### src/rtl/fetch_stage_pkg.sv
// Shared constants and state type for the instruction fetch stage.
package fetch_stage_pkg;

    localparam logic [31:0] NOP_INSTR = 32'h0000_0013;

    typedef enum logic [2:0] {
        ST_IDLE = 3'd0,
        ST_REQ  = 3'd1,
        ST_WAIT = 3'd2,
        ST_HOLD = 3'd3,
        ST_DROP = 3'd4
    } fetchState_t;

endpackage

### src/rtl/fetch_stage_if_id_reg.sv
// IF/ID pipeline register: flush beats stall, stall beats load, otherwise a bubble is inserted.
module fetch_stage_if_id_reg
    import fetch_stage_pkg::*;
#(
    parameter int XLEN = 32
) (
    input  logic            clk,
    input  logic            rst_n,
    input  logic            i_load,
    input  logic            i_stall,
    input  logic            i_flush,
    input  logic [XLEN-1:0] i_pc,
    input  logic [31:0]     i_instr,
    output logic            o_valid,
    output logic [XLEN-1:0] o_pc,
    output logic [XLEN-1:0] o_pcPlus4,
    output logic [31:0]     o_instr
);

    logic            r_valid;
    logic [XLEN-1:0] r_pc;
    logic [XLEN-1:0] r_pcPlus4;
    logic [31:0]     r_instr;

    // Bubbles and flushes only kill valid/instruction; the PC fields keep their last value.
    always_ff @(posedge clk or negedge rst_n) begin
        if (!rst_n) begin
            r_valid   <= 1'b0;
            r_pc      <= '0;
            r_pcPlus4 <= XLEN'(4);
            r_instr   <= NOP_INSTR;
        end else if (i_flush) begin
            r_valid <= 1'b0;
            r_instr <= NOP_INSTR;
        end else if (!i_stall) begin
            if (i_load) begin
                r_valid   <= 1'b1;
                r_pc      <= i_pc;
                r_pcPlus4 <= i_pc + XLEN'(4);
                r_instr   <= i_instr;
            end else begin
                r_valid <= 1'b0;
                r_instr <= NOP_INSTR;
            end
        end
    end

    assign o_valid   = r_valid;
    assign o_pc      = r_pc;
    assign o_pcPlus4 = r_pcPlus4;
    assign o_instr   = r_instr;

endmodule

### src/rtl/fetch_stage.sv
// Instruction fetch: owns the PC, keeps one request in flight, absorbs a stalled response
// in a one-entry skid buffer and feeds the IF/ID register.
module fetch_stage
    import fetch_stage_pkg::*;
#(
    parameter int              XLEN     = 32,
    parameter logic [XLEN-1:0] RESET_PC = '0
) (
    input  logic            clk,
    input  logic            rst_n,
    output logic            imem_req_valid,
    input  logic            imem_req_ready,
    output logic [XLEN-1:0] imem_addr,
    input  logic            imem_rsp_valid,
    input  logic [31:0]     imem_rdata,
    input  logic            stall,
    input  logic            redirect_valid,
    input  logic [XLEN-1:0] redirect_pc,
    output logic            if_id_valid,
    output logic [XLEN-1:0] if_id_pc,
    output logic [XLEN-1:0] if_id_pc_plus4,
    output logic [31:0]     if_id_instruction
);

    fetchState_t     r_state;
    fetchState_t     w_nextState;
    logic [XLEN-1:0] r_pc;
    logic [XLEN-1:0] r_pendPc;
    logic [XLEN-1:0] r_skidPc;
    logic [31:0]     r_skidInstr;
    logic [XLEN-1:0] w_redirectPc;
    logic [XLEN-1:0] w_loadPc;
    logic [31:0]     w_loadInstr;
    logic            w_accept;
    logic            w_load;
    logic            w_skidCapture;

    assign w_accept      = (r_state == ST_REQ) && imem_req_ready;
    assign w_redirectPc  = redirect_pc & ~XLEN'(3);
    assign w_skidCapture = (r_state == ST_WAIT) && imem_rsp_valid && stall && !redirect_valid;

    // A redirect that races an accepted request or an unanswered one must swallow that response (DROP).
    always_comb begin
        w_nextState = r_state;
        w_load      = 1'b0;
        w_loadPc    = r_pendPc;
        w_loadInstr = imem_rdata;
        case (r_state)
            ST_IDLE: w_nextState = ST_REQ;
            ST_REQ: begin
                if (imem_req_ready)
                    w_nextState = redirect_valid ? ST_DROP : ST_WAIT;
            end
            ST_WAIT: begin
                if (redirect_valid) begin
                    w_nextState = imem_rsp_valid ? ST_REQ : ST_DROP;
                end else if (imem_rsp_valid) begin
                    if (stall) begin
                        w_nextState = ST_HOLD;
                    end else begin
                        w_load      = 1'b1;
                        w_nextState = ST_REQ;
                    end
                end
            end
            ST_HOLD: begin
                if (redirect_valid) begin
                    w_nextState = ST_REQ;
                end else if (!stall) begin
                    w_load      = 1'b1;
                    w_loadPc    = r_skidPc;
                    w_loadInstr = r_skidInstr;
                    w_nextState = ST_REQ;
                end
            end
            ST_DROP: begin
                if (imem_rsp_valid)
                    w_nextState = ST_REQ;
            end
            default: w_nextState = ST_IDLE;
        endcase
    end

    always_ff @(posedge clk or negedge rst_n) begin
        if (!rst_n) begin
            r_state     <= ST_IDLE;
            r_pc        <= RESET_PC;
            r_pendPc    <= '0;
            r_skidPc    <= '0;
            r_skidInstr <= NOP_INSTR;
        end else begin
            r_state <= w_nextState;
            if (redirect_valid)
                r_pc <= w_redirectPc;
            else if (w_accept)
                r_pc <= r_pc + XLEN'(4);
            if (w_accept)
                r_pendPc <= r_pc;
            if (w_skidCapture) begin
                r_skidPc    <= r_pendPc;
                r_skidInstr <= imem_rdata;
            end
        end
    end

    assign imem_req_valid = (r_state == ST_REQ);
    assign imem_addr      = r_pc;

    fetch_stage_if_id_reg #(
        .XLEN (XLEN)
    ) u_ifIdReg (
        .clk       (clk),
        .rst_n     (rst_n),
        .i_load    (w_load),
        .i_stall   (stall),
        .i_flush   (redirect_valid),
        .i_pc      (w_loadPc),
        .i_instr   (w_loadInstr),
        .o_valid   (if_id_valid),
        .o_pc      (if_id_pc),
        .o_pcPlus4 (if_id_pc_plus4),
        .o_instr   (if_id_instruction)
    );

endmodule

### config.mk
export PLATFORM = sky130hd
export DESIGN_NAME = fetch_stage
export DESIGN_NICKNAME = d
export VERILOG_FILES = /design/src/rtl/fetch_stage_pkg.sv /design/src/rtl/fetch_stage_if_id_reg.sv /design/src/rtl/fetch_stage.sv
export SDC_FILE = /design/constraint.sdc
export NUM_CORES = 1
export LEC_CHECK = 0
export ABC_AREA = 1
export CAP_MARGIN = 5
export CORE_UTILIZATION = 55
export CTS_CLUSTER_SIZE = 10
export DETAILED_ROUTE_END_ITERATION = 7
export PLACE_DENSITY = 0.83
export SLEW_MARGIN = 10
export SYNTH_ARGS = -nofsm -noshare
export SYNTH_HDL_FRONTEND = slang
export SYNTH_SLANG_ARGS = --single-unit
### constraint.sdc
create_clock -name clk -period 4.6 [get_ports clk]
set_input_delay 0.69 -clock clk [delete_from_list [all_inputs] [get_ports clk]]
set_output_delay 0.69 -clock clk [all_outputs]
set_load 0.01 [all_outputs]
# Word level (Yosys, flattened, before mapping)
# Index checks and enable logic that the tools add are counted.
# totals
register_bits	228
latchBits	0
ramBits	0
romBits	0
elab_cells	58
memories	0
# op_classes
n_addsub	2
n_mul	0
div_mod_pow	0
magnitude_cmp	0
eq_ne	9
n_shift	0
muxes	27
bitwise	2
reduce_logical	9
# op_table
operator	n
32-bit two-way mux	9
32-bit by 3-bit adder with 32-bit output (second input constant)	2
3-bit two-way mux	8
3-bit case mux with 5 select lines	1
1-bit two-way mux	7
3-bit by 2-bit equality test with 1-bit output (second input constant)	2
3-bit != test (second input constant)	2
1-bit logical AND	4
2-bit by 1-bit != test with 1-bit output (second input constant)	2
4-bit AND reduction	1
3-bit by 1-bit equality test with 1-bit output (second input constant)	1
3-bit equality test (second input constant)	1
3-bit logical NOT	1
3-bit AND reduction	1
2-bit two-way mux	1
2-bit != test (second input constant)	1
1-bit NOT	2
1-bit case mux with 2 select lines	1
2-bit nonzero test	1
1-bit logical NOT	1

# Logic depth before layout (Yosys ltp)
# depth
ltp_word	7
depth_mapped	17
mapped_depth_nobuf	16

# Modules after synthesis
# From an unflattened synthesis, not the netlist that was laid out.
# unflattened
cells_unflattened	1408
area_unflattened_um2	11105.7
# modules_own_cells
module	instances	cells_per_inst	area_each_um2	seq_area_each_um2
fetch_stage	1	898	6782.8	3131.8
fetch_stage_if_id_reg	1	510	4322.9	2382.3

# Worst setup path before layout
# OpenSTA, ideal clock, no wires.
# synth_path
kind	input to register
from	input redirect_valid
to	register u_ifIdReg.r_pcPlus4[24] (netlist: u_ifIdReg.o_pcPlus4[24])
setup_time_ns	0.125
arrival_time_ns	2.216
slack_ns	2.259
stages	15
n_path_buf	2
path_cell_list	buf_6 > nor2_8 > nand2_8 > buf_6 > nand2_1 > o21ai_2 > inv_1 > ha_1 > nand2_1 > inv_1 > nand3_2 > nor2_4 > nand3_1 > nand2_1 > nand3_1
# synth_between
elab_chain_len	3
word_cells_on_any_way	8
classes_between	add/sub: 1; mux: 5; bitwise: 1; reduce/logical: 1
# synth_lines
element	line	text
start: declaration	fetch_stage.sv:17	input logic redirect_valid,
32-bit two-way mux	fetch_stage.sv:67	if (redirect_valid) begin
32-bit two-way mux	fetch_stage.sv:48	case (r_state)
net u_ifIdReg.i_pc[2]	fetch_stage_if_id_reg.sv:12	input logic [XLEN-1:0] i_pc,
32-bit by 3-bit adder with 32-bit output	fetch_stage_if_id_reg.sv:39	r_pcPlus4 <= i_pc + XLEN'(4);
end signal: assignment	fetch_stage_if_id_reg.sv:39	
end: declaration	fetch_stage_if_id_reg.sv:22	logic [XLEN-1:0] r_pcPlus4;
# The timed path passes the listed nets, and every way through them passes these cells.
# A chain may end at the register's enable or synchronous reset.

# Final worst setup path
# Ends and elaborated chain as after synthesis.

==> flow_metrics.tcl <==
set metrics [dict create \
    outcome "finished, final reports clean" \
    synth.distinct_cells 44 \
    synthArstFlopShare 1.00 \
    max_stage_delay_ns 0.56 \
    cts_tree "built" \
    synth_commonest_cells "nand2_1 (392), dfrtp_1 (211), o21ai_0 (138)" \
    rows 51 \
    wl_met3_mm 1.74 \
    yosysWarnings 0 \
    ys_ff_latch 218 \
    fin_skew_ns 0.0107 \
    cts_buffers 25 \
    wire_per_inst_um 15.4 \
    slew_headroom 0.241 \
    p_per_area_mw_per_mm2 539 \
    yosysSeqAreaShare 0.503 \
    syn2layout_area_growth_pct 24.7 \
    gp_congestion 0.905 \
    clock_latency_ns 0.51 \
    synth_ff_type "dfrtp_1" \
    drv_slew 0 \
    r2r-start "r_state[2]$_DFFE_PN0P_" \
    fmax_mhz 326 \
    track_usage 0.275 \
    top_layer "met4" \
    synth_edf_count 0 \
    synth.most_common_cell "nand2_1" \
    syn_avg_cell_area_um2 8.18 \
    period_needed_ns 3.07 \
    startpoint_type "input pin" \
    cp-startpoint "redirect_valid" \
    dr.pass1.iters 5 \
    peakVddDrop_mv 0.260 \
    yosys.area_share.adder 0.00230 \
    netlist_instances 1328 \
    cp_max_fo 43 \
    fin_ws_ns 1.53 \
    root_buffer "clkbuf_16" \
    start_util 0.560 \
    detail_route.iter0.violations 815 \
    cts_resized 0 \
    drive_above_1_share 0.0832 \
    rrSetupSlack_ns 1.79 \
    numPortBuffers 191 \
    dpl_worst_slack_ns 1.04 \
    drc 0 \
    synth-xor-area-share 0.0153 \
    antenna_found_initial 0 \
    wirelength_mm 27.3 \
    grt_pass1_wl_mm 44.9 \
    routed-wl-met2_mm 12.6 \
    vias_per_cell 5.44 \
    synth_compound_area_frac 0.103 \
    whs_ns 0.329 \
    setup.worst_path.end_class "flop" \
    fin_area_mm2 0.0135 \
    grt_pass1_vias 9163 \
    coreArea_mm2 0.0194 \
    ios 200 \
    post-synth-top-area-cell "dfrtp_1" \
    cp_common_cell "nand2_1" \
    tightest_slew_ns 1.14 \
    yosys.area_share.simple 0.278 \
    finalCritPeriodShare 0.667 \
    synth_top_area_frac 0.486 \
    dieArea_mm2 0.0203 \
    diodes 0 \
    power.leakage_nw 6.14 \
    crit_path_top_delay_cell "clkdlybuf4s50_1" \
    antenna_left 0 \
    setup_viol 0 \
    total_power_mw 7.29 \
    worstSetupPathType "in2reg" \
    num_vias 9618 \
    synthMuxAreaShare 0.0301 \
    stdcell_count 1768 \
    cts-htree-levels 1 \
    cts_hold_buf 0 \
    dieHeight_um 142 \
    drv_cap 0 \
    path_clk_slew_ns 0.06 \
    crit_required_ns 4.99 \
    post_cts_buffers 0 \
    placed_area_mm2 0.0129 \
    rsz0062_at_grt "false" \
    final_hold_viol_count 0 \
    gr-total-overflow 0 \
    crit_arrival_ns 3.45 \
    cts.path.max_buffers 3 \
    grt_max_degree 119 \
    nets 1566 \
    die_width_um 142 \
    post-dp-hpwl_mm 18.5 \
    fin_util 0.698 \
    ys_top_cells_by_area "dfrtp_1 (49%), nand2_1 (14%), o21ai_0 (6.4%)" \
    synth_area_mm2 0.0109 \
    synth_top_family_by_area "simple AND/OR/NAND/NOR gates" \
    drt-met1-wl_mm 12.3 \
    final.setup.tns_ns 0 \
    path_cells "clkdlybuf4s50_1 -> nor2_8 -> nand2_8 -> nand2_1 -> o21ai_2 -> inv_1 -> ha_1 -> nand2_1 -> inv_1 -> nand3_2 -> nor2_4 -> nand3_1 -> nand2_1 -> nand3_1" \
    hp-class "in2async" \
    numClockSinks 218 \
    dp.cells 1732 \
]
cell type report:
class / instances / area, um2
sequential: 218 / 5460
fill: 1578 / 5860
tap: 265 / 332
multi-input combinational: 947 / 4700
clock buffer: 36 / 667
inverter: 98 / 368
timing repair buffer: 204 / 2010
path summary, 6_finish.rpt:
path                                                       end  cells past startpoint
hold / removal                  u_ifIdReg.o_pc[25]$_DFFE_PN0P_                      1
max in group asynchronous   u_ifIdReg.o_pcPlus4[2]$_DFFE_PN1P_                      2
setup reg to reg           u_ifIdReg.o_pcPlus4[24]$_DFFE_PN0P_                     13
min in group clk                      r_skidPc[14]$_DFFE_PN0P_                      2
hold reg to reg                       r_skidPc[14]$_DFFE_PN0P_                      2
setup / recovery           u_ifIdReg.o_pcPlus4[24]$_DFFE_PN0P_                     14
cells by family (layout without fill, tap and decap cells):
group | Yosys count | in the layout
simple gates | 686 | 686
flops | 218 | 218
compound gates | 205 | 205
buf+inv | 168 | 338
mux | 29 | 29
xor+xnor | 19 | 19
fa+ha+maj | 2 | 2
other cells | 1 | 6
report_power, final:
| group | total, mW | leakage (nW) | internal, mW | switching [mW] |
|---|---|---|---|---|
| logic | 2.58 | 3.03 | 1.14 | 1.44 |
| registers | 3.02 | 2.80 | 2.57 | 0.447 |
| clock network | 1.70 | 0.321 | 0.985 | 0.713 |
critical path, delay by kind of cell:
kind	cells	cell delay, ns
AND/OR/NAND/NOR	9	1.69
buffers and inverters	3	0.78
adder cells (fa/ha/maj)	1	0.16
AO/OA/AOI/OAI	1	0.12
layer usage:
layer | GRT usage | vias to the layer above
met3 | 0.0350 | 56
li1 | - | 4625
met1 | 0.393 | 4567
met4 | 0.0883 | 0
met2 | 0.436 | 370
met5 | 0 | -
cells in the final DEF, fill, tap and decap left out, types with 20 or more instances in the layout:
| cell type | count |
|---|---|
| nand2_1 | 392 |
| dfrtp_1 | 211 |
| clkdlybuf4s50_1 | 190 |
| o21ai_0 | 138 |
| nor2_1 | 114 |
| nand3_1 | 93 |
| inv_1 | 92 |
| mux2_2 | 29 |
| clkbuf_16 | 25 |
| o211ai_1 | 20 |
sequential cells by signal, indices dropped and copies added (netlist names):
name / flops
imem_addr: 30
r_pendPc: 30
r_skidInstr: 32
r_skidPc: 30
r_state: 3
u_ifIdReg.o_instr: 32
u_ifIdReg.o_pc: 30
u_ifIdReg.o_pcPlus4: 30
u_ifIdReg.o_valid: 1
(Power assumes the default switching activity.)
